===== src/rtl/mult_pkg.sv =====
// ============================================================================
// Module      : mult_pkg
// Description : Shared FSM state encoding and requester count for the shared
//               shift-add multiplier.
// Revision    : 1.0
// ============================================================================
`default_nettype none

package mult_pkg;

    localparam int c_NUM_REQ = 2;

    typedef enum logic [1:0] {
        ST_IDLE = 2'd0,
        ST_LOAD = 2'd1,
        ST_RUN  = 2'd2,
        ST_DONE = 2'd3
    } state_t;

endpackage

`default_nettype wire


===== src/rtl/mult_share_arb_if.sv =====
// ============================================================================
// Module      : mult_share_arb_if
// Description : Two-requester operand/response bus for the shared multiplier.
// Revision    : 1.0
// ============================================================================
`default_nettype none

interface mult_share_arb_if #(
    parameter int M = 5
);
    logic           req0_valid;
    logic           req1_valid;
    logic [M-1:0]   req0_a;
    logic [M-1:0]   req0_b;
    logic [M-1:0]   req1_a;
    logic [M-1:0]   req1_b;
    logic           req0_ready;
    logic           req1_ready;
    logic           rsp_valid;
    logic           rsp_id;
    logic [2*M-1:0] rsp_s;
    logic           rsp_ready;
    logic           busy;

    modport master (
        output req0_valid, req1_valid, req0_a, req0_b, req1_a, req1_b, rsp_ready,
        input  req0_ready, req1_ready, rsp_valid, rsp_id, rsp_s, busy
    );

    modport slave (
        input  req0_valid, req1_valid, req0_a, req0_b, req1_a, req1_b, rsp_ready,
        output req0_ready, req1_ready, rsp_valid, rsp_id, rsp_s, busy
    );
endinterface

`default_nettype wire


===== src/rtl/mult_core.sv =====
// ============================================================================
// Module      : mult_core
// Description : Iterative shift-add datapath: accumulator, multiplier shift
//               register and step counter.
// Revision    : 1.0
// ============================================================================
`default_nettype none

module mult_core
    import mult_pkg::*;
#(
    parameter int M = 5
) (
    input  wire logic           clk,
    input  wire logic           reset_n,
    input  wire logic           i_load,
    input  wire logic           i_step,
    input  wire logic [M-1:0]   i_mcand,
    input  wire logic [M-1:0]   i_mplr,
    output logic                o_last,
    output logic [2*M-1:0]      o_prod_next
);

    localparam int c_CW = $clog2(M + 1);

    logic [2*M-1:0] r_acc;
    logic [M-1:0]   r_mplr;
    logic [c_CW-1:0] r_count;
    logic [M:0]     w_sum;
    logic [2*M-1:0] w_acc_next;

    // The add carry lands in the MSB of the shifted accumulator, so no bit is lost.
    always_comb begin
        w_sum      = {1'b0, r_acc[2*M-1:M]} + (r_mplr[0] ? {1'b0, i_mcand} : {(M+1){1'b0}});
        w_acc_next = {w_sum, r_acc[M-1:1]};
    end

    assign o_prod_next = w_acc_next;
    assign o_last      = (r_count == c_CW'(1));

    always_ff @(posedge clk) begin
        if (!reset_n) begin
            r_acc   <= '0;
            r_mplr  <= '0;
            r_count <= '0;
        end else if (i_load) begin
            r_acc   <= '0;
            r_mplr  <= i_mplr;
            r_count <= c_CW'(M);
        end else if (i_step) begin
            r_acc   <= w_acc_next;
            r_mplr  <= r_mplr >> 1;
            r_count <= r_count - c_CW'(1);
        end
    end

endmodule

`default_nettype wire


===== src/rtl/mult_share_arb.sv =====
// ============================================================================
// Module      : mult_share_arb
// Description : Round-robin arbiter and control FSM sharing one shift-add
//               multiplier between two requesters.
// Revision    : 1.0
// ============================================================================
`default_nettype none

module mult_share_arb
    import mult_pkg::*;
#(
    parameter int M = 5
) (
    input  wire logic        clk,
    input  wire logic        reset_n,
    mult_share_arb_if.slave  bus
);

    state_t                 r_state;
    logic                   r_last_gnt;
    logic [M-1:0]           r_a;
    logic [M-1:0]           r_b;
    logic                   r_id;
    logic                   r_rsp_id;
    logic [2*M-1:0]         r_rsp_s;

    logic [c_NUM_REQ-1:0]   w_valid;
    logic                   w_any;
    logic                   w_gnt_id;
    logic [M-1:0]           w_gnt_a;
    logic [M-1:0]           w_gnt_b;
    logic                   w_last_step;
    logic [2*M-1:0]         w_prod_next;

    // With both valid, the requester that did not win last time gets the grant.
    always_comb begin
        w_valid  = {bus.req1_valid, bus.req0_valid};
        w_any    = |w_valid;
        w_gnt_id = (&w_valid) ? ~r_last_gnt : w_valid[1];
        w_gnt_a  = w_gnt_id ? bus.req1_a : bus.req0_a;
        w_gnt_b  = w_gnt_id ? bus.req1_b : bus.req0_b;
    end

    assign bus.req0_ready = reset_n && (r_state == ST_IDLE) && w_any && !w_gnt_id;
    assign bus.req1_ready = reset_n && (r_state == ST_IDLE) && w_any &&  w_gnt_id;
    assign bus.rsp_valid  = (r_state == ST_DONE);
    assign bus.rsp_id     = r_rsp_id;
    assign bus.rsp_s      = r_rsp_s;
    assign bus.busy       = (r_state != ST_IDLE);

    mult_core #(
        .M (M)
    ) u_core (
        .clk         (clk),
        .reset_n     (reset_n),
        .i_load      (r_state == ST_LOAD),
        .i_step      (r_state == ST_RUN),
        .i_mcand     (r_a),
        .i_mplr      (r_b),
        .o_last      (w_last_step),
        .o_prod_next (w_prod_next)
    );

    always_ff @(posedge clk) begin
        if (!reset_n) begin
            r_state    <= ST_IDLE;
            r_last_gnt <= 1'b1;
            r_a        <= '0;
            r_b        <= '0;
            r_id       <= 1'b0;
            r_rsp_id   <= 1'b0;
            r_rsp_s    <= '0;
        end else begin
            case (r_state)
                ST_IDLE: begin
                    if (w_any) begin
                        r_a        <= w_gnt_a;
                        r_b        <= w_gnt_b;
                        r_id       <= w_gnt_id;
                        r_last_gnt <= w_gnt_id;
                        r_state    <= ST_LOAD;
                    end
                end
                ST_LOAD: begin
                    r_state <= ST_RUN;
                end
                ST_RUN: begin
                    // Capture the result of the final step as it is computed.
                    if (w_last_step) begin
                        r_rsp_s  <= w_prod_next;
                        r_rsp_id <= r_id;
                        r_state  <= ST_DONE;
                    end
                end
                ST_DONE: begin
                    if (bus.rsp_ready) begin
                        r_state <= ST_IDLE;
                    end
                end
                default: r_state <= ST_IDLE;
            endcase
        end
    end

endmodule

`default_nettype wire


===== src/flat_wrapper.sv =====
// flat-port wrapper written by rule: the top's interface ports become plain ports
module mult_share_arb_flat import mult_pkg::*;
#(
    parameter int M = 5
)
  (clk, reset_n, bus_req0_valid, bus_req1_valid, bus_req0_a, bus_req0_b, bus_req1_a, bus_req1_b, bus_rsp_ready, bus_req0_ready, bus_req1_ready, bus_rsp_valid, bus_rsp_id, bus_rsp_s, bus_busy);
  mult_share_arb_if #(.M(M)) bus_i ();
  input  wire logic clk;
  input  wire logic reset_n;
  input wire logic [$bits(bus_i.req0_valid)-1:0] bus_req0_valid;
  input wire logic [$bits(bus_i.req1_valid)-1:0] bus_req1_valid;
  input wire logic [$bits(bus_i.req0_a)-1:0] bus_req0_a;
  input wire logic [$bits(bus_i.req0_b)-1:0] bus_req0_b;
  input wire logic [$bits(bus_i.req1_a)-1:0] bus_req1_a;
  input wire logic [$bits(bus_i.req1_b)-1:0] bus_req1_b;
  input wire logic [$bits(bus_i.rsp_ready)-1:0] bus_rsp_ready;
  output wire logic [$bits(bus_i.req0_ready)-1:0] bus_req0_ready;
  output wire logic [$bits(bus_i.req1_ready)-1:0] bus_req1_ready;
  output wire logic [$bits(bus_i.rsp_valid)-1:0] bus_rsp_valid;
  output wire logic [$bits(bus_i.rsp_id)-1:0] bus_rsp_id;
  output wire logic [$bits(bus_i.rsp_s)-1:0] bus_rsp_s;
  output wire logic [$bits(bus_i.busy)-1:0] bus_busy;
  assign bus_i.req0_valid = bus_req0_valid;
  assign bus_i.req1_valid = bus_req1_valid;
  assign bus_i.req0_a = bus_req0_a;
  assign bus_i.req0_b = bus_req0_b;
  assign bus_i.req1_a = bus_req1_a;
  assign bus_i.req1_b = bus_req1_b;
  assign bus_i.rsp_ready = bus_rsp_ready;
  assign bus_req0_ready = bus_i.req0_ready;
  assign bus_req1_ready = bus_i.req1_ready;
  assign bus_rsp_valid = bus_i.rsp_valid;
  assign bus_rsp_id = bus_i.rsp_id;
  assign bus_rsp_s = bus_i.rsp_s;
  assign bus_busy = bus_i.busy;
  mult_share_arb #(.M(M)) u_core (.clk(clk), .reset_n(reset_n), .bus(bus_i));
endmodule

===== config.mk =====
export PLATFORM = sky130hd
export DESIGN_NAME = mult_share_arb_flat
export DESIGN_NICKNAME = d
export VERILOG_FILES = /design/src/rtl/mult_pkg.sv /design/src/rtl/mult_share_arb_if.sv /design/src/rtl/mult_core.sv /design/src/rtl/mult_share_arb.sv /design/src/flat_wrapper.sv
export SDC_FILE = /design/constraint.sdc
export NUM_CORES = 1
export LEC_CHECK = 0
export ABC_AREA = 1
export CORE_MARGIN = 2
export CORE_UTILIZATION = 45
export DETAILED_ROUTE_END_ITERATION = 10
export PLACE_DENSITY_LB_ADDON = 0.25
export SYNTH_ARGS = -nofsm -noshare
export SYNTH_HDL_FRONTEND = slang
export SYNTH_HIERARCHICAL = 1
export SYNTH_SLANG_ARGS = --single-unit

===== constraint.sdc =====
create_clock -name clk -period 2.2 [get_ports clk]
set_input_delay 0.55 -clock clk [delete_from_list [all_inputs] [get_ports clk]]
set_output_delay 0.55 -clock clk [all_outputs]
set_load 0.005 [all_outputs]

==> results.txt, run 1 <==
----------------------------------------------------
[GRT]
  First-pass GRT wire length ... 6830 microns
  Layer carrying the most global-route usage ... met2
  Grt ovf ... 0
  Number of global-route vias before repair ... 1632
  Initial antenna violation count ... 0
  Met1 demand-to-capacity share in global routing ... 0.211
  Total Routing Usage GR ... 0.159
  Pin count of the biggest net entering global routing ... 33
  Routing usage on met2 ... 0.243
  Met3 layer usage reported by global route ... 0.0488

[Routing]
  DRC violation count after routing ... 0
  Total routed wirelength ... 3800 microns
  Detailed router's first-iteration violation count ... 104
  Total number of vias ... 1879
  Wire length per cell ... 8.90 microns
  Count of antenna-violating nets left after detailed routing ... 0
  First-pass detailed-route iteration total ... 4
  Via count normalized by instance count ... 4.40

[Timing]
  Worst rel slew slack ... 0.727
  Setup repair after global routing missed its margin ... false
  Portion of the clock cycle consumed by the worst path in the final layout ... 0.956
  Worst hold margin ... 0.459 ns
  Pin slew with the least headroom to its limit ... 0.409 ns
  Fin. Hold Viols ... 0
  Final critical path time including I/O delays and setup ... 2.10 ns
  Final max-slew violation count ... 0
  Setup violations, final ... 0
  Sum Neg Setup Slack ... 0 ns
  Timing-limited maximum frequency ... 476 MHz
  Layout Skew ... 0.00276 ns

[Floorplan]
  I/O pin cnt ... 40
  Die width ... 73.9 microns
  Effective utilization at floorplan ... 0.466
  Die Outline Area ... 5470 sq um
  Die extent in y ... 73.9 microns
  Floorplan core area ... 4720 sq um
  Core Rows ... 25

[Critical path]
  Max Fanout on Critical Path ... 2
  Nature of the critical path endpoint ... output port
  CP Data Required Time ... 1.65 ns
  Arrival time of data at the critical path endpoint ... 1.55 ns
  Critical Path Source Type ... input pin
  Kind of critical path ... in2out

[Power and ir drop]
  Power density of the placed cells ... 1060 nW/um^2
  Post-route total power ... 2.85 mW
  Leakage power of the design ... 1.32 nW
  Highest ir drop seen on vdd ... 0.457 mV

[Flow run]
  Max capacitance violation total ... 0

[Synthesis]
  Count of warnings emitted by yosys ... 6
  Largest area contributor in the synthesized netlist ... sky130_fd_sc_hd__dfxtp_1
  Synthesized netlist net count ... 360
  Synth cell types ... 24
  Synthesized instance count ... 322
  Register bit count reported by yosys ... 42
  Sequential cell area fraction in the yosys report ... 0.382
  Average size of a mapped cell ... 6.83 sq um
  Netlist area before placement ... 2200 sq um
  Area fraction of the dominant cell type after synthesis ... 0.382
  Synth top area cells ... sky130_fd_sc_hd__dfxtp_1 38%, sky130_fd_sc_hd__nor2_1 13%, sky130_fd_sc_hd__nand2_1 11%

[Place]
  Number of placed instances with taps included ... 420
  RD Place Congestion ... 0.854
  Count of buffers inserted at the top-level ports ... 39
  Detailed Place HPWL ... 2780 microns

[Cells and area]
  Share of the core filled with cells in the final layout ... 0.567
  Number of diodes ... 0
  Fraction of layout cells with a size suffix above 1 ... 0.0722
  Area growth from synthesis to final layout ... 21.7%
  Count of non-filler cells in the finished layout ... 427
  Total number of nets in the final design ... 398

[Clock network]
  Maximum buffer depth of the clock tree ... 2
  Clock-pin transition on the worst setup and hold timing paths ... 0.07 ns
  Root cell of the clock tree ... sky130_fd_sc_hd__clkbuf_8
  Clock network latency to the later pin of the worst-skew pair ... 0.29 ns
  Clock sink total ... 42
  Hold buffer count at CTS ... 0
  Deepest level of the CTS H-tree ... 2
  TritonCTS clock tree ... done
  Number of buffers created by CTS ... 5

[Outcome]
  Outcome ... completed

[Worst hold path]
  Path class of the lowest-slack min-delay path ... reg2reg

----------------------------------------------------
==> stage by stage <==
step,setup slack (ns),instance area (sq um)
after floorplan,0.635,2200
after global placement,-0.255,2600
after detailed placement,-0.365,2600
after CTS,0.0256,2680
after global routing,0.0259,2680
final,0.0972,2680
==> logic make-up (layout without fill, tap and decap cells) <==
family	count (synthesis)	after routing	synth area share
simple gates	163	163	0.301
fa+ha+maj	13	13	0.0773
flops	42	42	0.382
xor+xnor	2	2	0.00796
compound gates	42	42	0.0989
buf+inv	60	98	0.133
==> critical path, stage by stage <==
cell and delay (ns):
sky130_fd_sc_hd__clkdlybuf4s50_1 0.50, sky130_fd_sc_hd__nand2_1 0.08, sky130_fd_sc_hd__nand2_2 0.06, sky130_fd_sc_hd__inv_1 0.06, sky130_fd_sc_hd__nor3_2 0.16, sky130_fd_sc_hd__buf_2 0.14
==> registers in the layout, summed over array words and instances (netlist names) <==
| name | cells |
|---|---|
| u_core/u_core/r_mplr | 5 |
| u_core/r_id | 1 |
| u_core/u_core/r_acc | 9 |
| u_core/bus.rsp_id | 1 |
| u_core/bus.rsp_s | 10 |
| u_core/r_last_gnt | 1 |
| u_core/r_state | 2 |
| u_core/r_b | 5 |
| u_core/r_a | 5 |
| u_core/u_core/r_count | 3 |
==> routing by layer <==
metal	part of all wire	vias to the layer above
met4	0.018	0
met5	0	-
li1	-	1063
met3	0.041	5
met1	0.51	774
met2	0.43	37
==> cell usage in the layout (no fill, tap or decap), types with 2 or more instances in the layout <==
master	Yosys	layout
sky130_fd_sc_hd__buf_4	5	7
sky130_fd_sc_hd__clkdlybuf4s50_1	0	37
sky130_fd_sc_hd__a21oi_1	11	11
sky130_fd_sc_hd__nor2_1	75	75
sky130_fd_sc_hd__inv_2	2	2
sky130_fd_sc_hd__nand2_1	63	63
sky130_fd_sc_hd__clkbuf_8	0	5
sky130_fd_sc_hd__ha_1	12	12
sky130_fd_sc_hd__nand4_1	2	2
sky130_fd_sc_hd__nor2_2	2	2
sky130_fd_sc_hd__o21ai_0	20	20
sky130_fd_sc_hd__nor3_1	7	6
sky130_fd_sc_hd__inv_1	43	43
sky130_fd_sc_hd__dfxtp_1	42	41
sky130_fd_sc_hd__clkinv_2	0	2
sky130_fd_sc_hd__o21ai_1	10	10
sky130_fd_sc_hd__nand3_1	11	11
==> what timing repair did <==
action / 4_1_cts / 5_1_grt
setup endpoints to repair: 2 / 2
setup buffers: 0 / 0
resized for setup: 6 / 3
cloned: 0 / 0
==> layout make-up <==
class / count / area [sq um]
Fill cell: 474 / 2040
Sequential cell: 42 / 842
Clock inverter: 2 / 10.0
Timing Repair Buffer: 46 / 433
Clock buffer: 5 / 68.8
Multi-Input combinational cell: 220 / 1070
Tap cell: 67 / 83.8
Inverter: 45 / 169
==> final timing paths <==
| check | slack [ns] | to | depth (start not counted) | start |
|---|---|---|---|---|
| worst max-delay path | 0.1 | bus_req0_ready | 6 | bus_req0_valid |
| worst min-delay path | 0.46 | u_core/u_core/r_acc[1] | 2 | u_core/u_core/r_acc[1] |
| worst max register to register | 0.49 | u_core/bus.rsp_s[1] | 6 | u_core/r_state[0] |
| worst min register to register | 0.46 | u_core/u_core/r_acc[1] | 2 | u_core/u_core/r_acc[1] |
==> Yosys cell counts (all sizes together) <==
| cell | number |
|---|---|
| nor2 | 78 |
| nand2 | 65 |
| inv | 45 |
| dfxtp | 42 |
| o21ai | 30 |
| buf | 14 |
| ha | 12 |
| a21oi | 11 |
| nand3 | 11 |
| nor3 | 7 |
| nand4 | 2 |
| a211oi | 1 |
| clkbuf | 1 |
| fa | 1 |
| xnor2 | 1 |
| xor2 | 1 |
==> report_power, final <==
group          internal (mW)  total (mW)  switching [mW]  leakage [nW]
Combinational          0.546        1.29           0.745         0.931
Sequential             0.974        1.10           0.122         0.344
Clock                  0.213       0.460           0.247        0.0438
Note: power is estimated with default switching activity, not from simulation.
==> run 2: changes to the inputs <==
CORE_UTILIZATION = 56   (was 45)
clock period = 2.6 ns   (was 2.2 ns; I/O delays follow)
==> run 2 against run 1 <==
Clock-buffer cell count grew 2. Register-to-register slack better by 0.39 ns. Sequential cell count unchanged. Clock skew increased by 0.0050 ns. Setup slack gained 0.081 ns. Die area is 19% lower. Combinational power shrank 15%. Non-clock buffer count shrank 1. Global-route usage up 4.0 points. Sequential share of layout area increased by 0.17 points. Cell area down 0.70%. Largest cell class unchanged.
==> results.txt, run 2 (synthesis results as in run 1) <==
----------------------------------------------------
[Outcome]
  Outcome ... completed

[Cells and area]
  Area growth from synthesis to final layout ... 20.9%
  Commonest non-fill, non-tap cell in the layout ... sky130_fd_sc_hd__nor2_1
  Fraction of layout cells with a size suffix above 1 ... 0.0583
  FF+latch area ... 841 sq um
  Share of the core filled with cells in the final layout ... 0.716
  Total number of nets in the final design ... 397
  Top library cells by usage in the layout, fill and taps aside ... 75 x sky130_fd_sc_hd__nor2_1, 63 x sky130_fd_sc_hd__nand2_1, 43 x sky130_fd_sc_hd__inv_1
  Area of all placed cells without fillers ... 2660 sq um
  Footprint of the multi-input gates ... 1070 sq um
  Number of diodes ... 0
  Layout filler cell count ... 334
  Max FFs per register ... 10

[Place]
  Pre-CTS setup slack ... -0.131 ns
  Total cell area at the placement stage ... 2570 sq um
  Detailed Place HPWL ... 2860 microns
  Count of buffers inserted at the top-level ports ... 39
  RD Place Congestion ... 0.753

[Timing]
  Final critical path time including I/O delays and setup ... 2.42 ns
  Fin. Hold Viols ... 0
  Timing-limited maximum frequency ... 413 MHz
  Worst hold margin ... 0.468 ns
  Final max-slew violation count ... 0
  Setup violations, final ... 0
  Portion of the clock cycle consumed by the worst path in the final layout ... 0.931
  Worst setup margin ... 0.179 ns
  Worst rel slew slack ... 0.784
  Pin slew with the least headroom to its limit ... 0.324 ns
  Layout Skew ... 0.00771 ns
  Setup repair after global routing missed its margin ... false

[Critical path]
  CP Data Required Time ... 1.95 ns
  Max Fanout on Critical Path ... 2
  Kind of critical path ... in2out
  Nature of the critical path endpoint ... output port
  Arrival time of data at the critical path endpoint ... 1.77 ns
  Critical Path Source Type ... input pin

[Power and ir drop]
  Leakage power of the design ... 1.32 nW
  Power density of the placed cells ... 920 nW/um^2
  Post-route total power ... 2.45 mW
  Highest ir drop seen on vdd ... 0.543 mV

[Clock network]
  Root cell of the clock tree ... sky130_fd_sc_hd__clkbuf_8
  Post-CTS setup buffer count ... 0
  Post-cts sizing count ... 3
  Number of buffers created by CTS ... 5
  Clock-pin transition on the worst setup and hold timing paths ... 0.07 ns
  Maximum buffer depth of the clock tree ... 2
  Clock network latency to the later pin of the worst-skew pair ... 0.29 ns
  Clock sink total ... 42
  Hold buffer count at CTS ... 0
  Deepest level of the CTS H-tree ... 2
  TritonCTS clock tree ... done

[Floorplan]
  Die Outline Area ... 4450 sq um
  Die extent in y ... 66.7 microns
  Floorplan core area ... 3720 sq um
  I/O pin cnt ... 40
  Core Rows ... 22
  Effective utilization at floorplan ... 0.592
  Die width ... 66.7 microns

[GRT]
  Grt ovf ... 0
  First-pass GRT wire length ... 6760 microns
  Routing usage on met2 ... 0.345
  Initial antenna violation count ... 0
  Total Routing Usage GR ... 0.199
  Met3 layer usage reported by global route ... 0.0574
  Layer carrying the most global-route usage ... met2
  Met1 demand-to-capacity share in global routing ... 0.232
  Number of global-route vias before repair ... 1676
  Pin count of the biggest net entering global routing ... 33

[Routing]
  Total routed wirelength ... 3860 microns
  Total number of vias ... 1907
  Detailed router's first-iteration violation count ... 142
  First-pass detailed-route iteration total ... 4
  DRC violation count after routing ... 0
  Via count normalized by instance count ... 4.67
  Count of antenna-violating nets left after detailed routing ... 0
  Wire length per cell ... 9.46 microns

[Worst hold path]
  Path class of the lowest-slack min-delay path ... reg2reg

[Flow run]
  Max capacitance violation total ... 0

----------------------------------------------------
## run 2: cell count changes in the layout (fill, tap and decap cells not counted), sizes merged
cell	before	now
clkbuf	6	7
dlygate4sd2	0	3
clkinv	2	1
clkdlybuf4s50	37	36
buf	8	6
## run 2: final timing paths
check / end / cells past startpoint / start / slack [ns]
worst max-delay path: bus_req0_ready / 6 / bus_req0_valid / 0.18
worst min-delay path: u_core/r_last_gnt / 2 / u_core/r_last_gnt / 0.47
worst max register to register: u_core/bus.rsp_s[8] / 10 / u_core/u_core/r_mplr[0] / 0.88
worst min register to register: u_core/r_last_gnt / 2 / u_core/r_last_gnt / 0.47
## run 2: cell type report
| type | count | share of cell area |
|---|---|---|
| clock buffer | 7 | 0.0325 |
| timing repair buffer | 45 | 0.162 |
| multi-input combinational | 220 | 0.401 |
| tap | 48 | 0.0226 |
| inverter | 45 | 0.0635 |
| sequential | 42 | 0.316 |
| clock inverter | 1 | 0.00188 |
## run 2: metal layers
layer	routed length, microns	share of wire
met2	1810	0.47
met5	0	0
met3	199	0.052
met4	63	0.016
met1	1780	0.46
## run 2: critical path, stage by stage
cell,delay (ns)
sky130_fd_sc_hd__clkdlybuf4s50_1,0.49
sky130_fd_sc_hd__nand2_1,0.08
sky130_fd_sc_hd__nand2_2,0.08
sky130_fd_sc_hd__inv_1,0.05
sky130_fd_sc_hd__nor3_1,0.17
sky130_fd_sc_hd__dlygate4sd2_1,0.25
## run 2: report_power, final
group          switching [mW]  leakage, nW  internal, mW
Combinational           0.640        0.932         0.460
Sequential              0.104        0.344         0.822
Clock                   0.207       0.0482         0.214
## run 2: through the flow
step                      instances  TNS (ns)
after global placement          400   -0.0531
after floorplan                 322         0
after detailed placement        400    -0.186
after CTS                       408         0
final                           408         0
after global routing            408         0
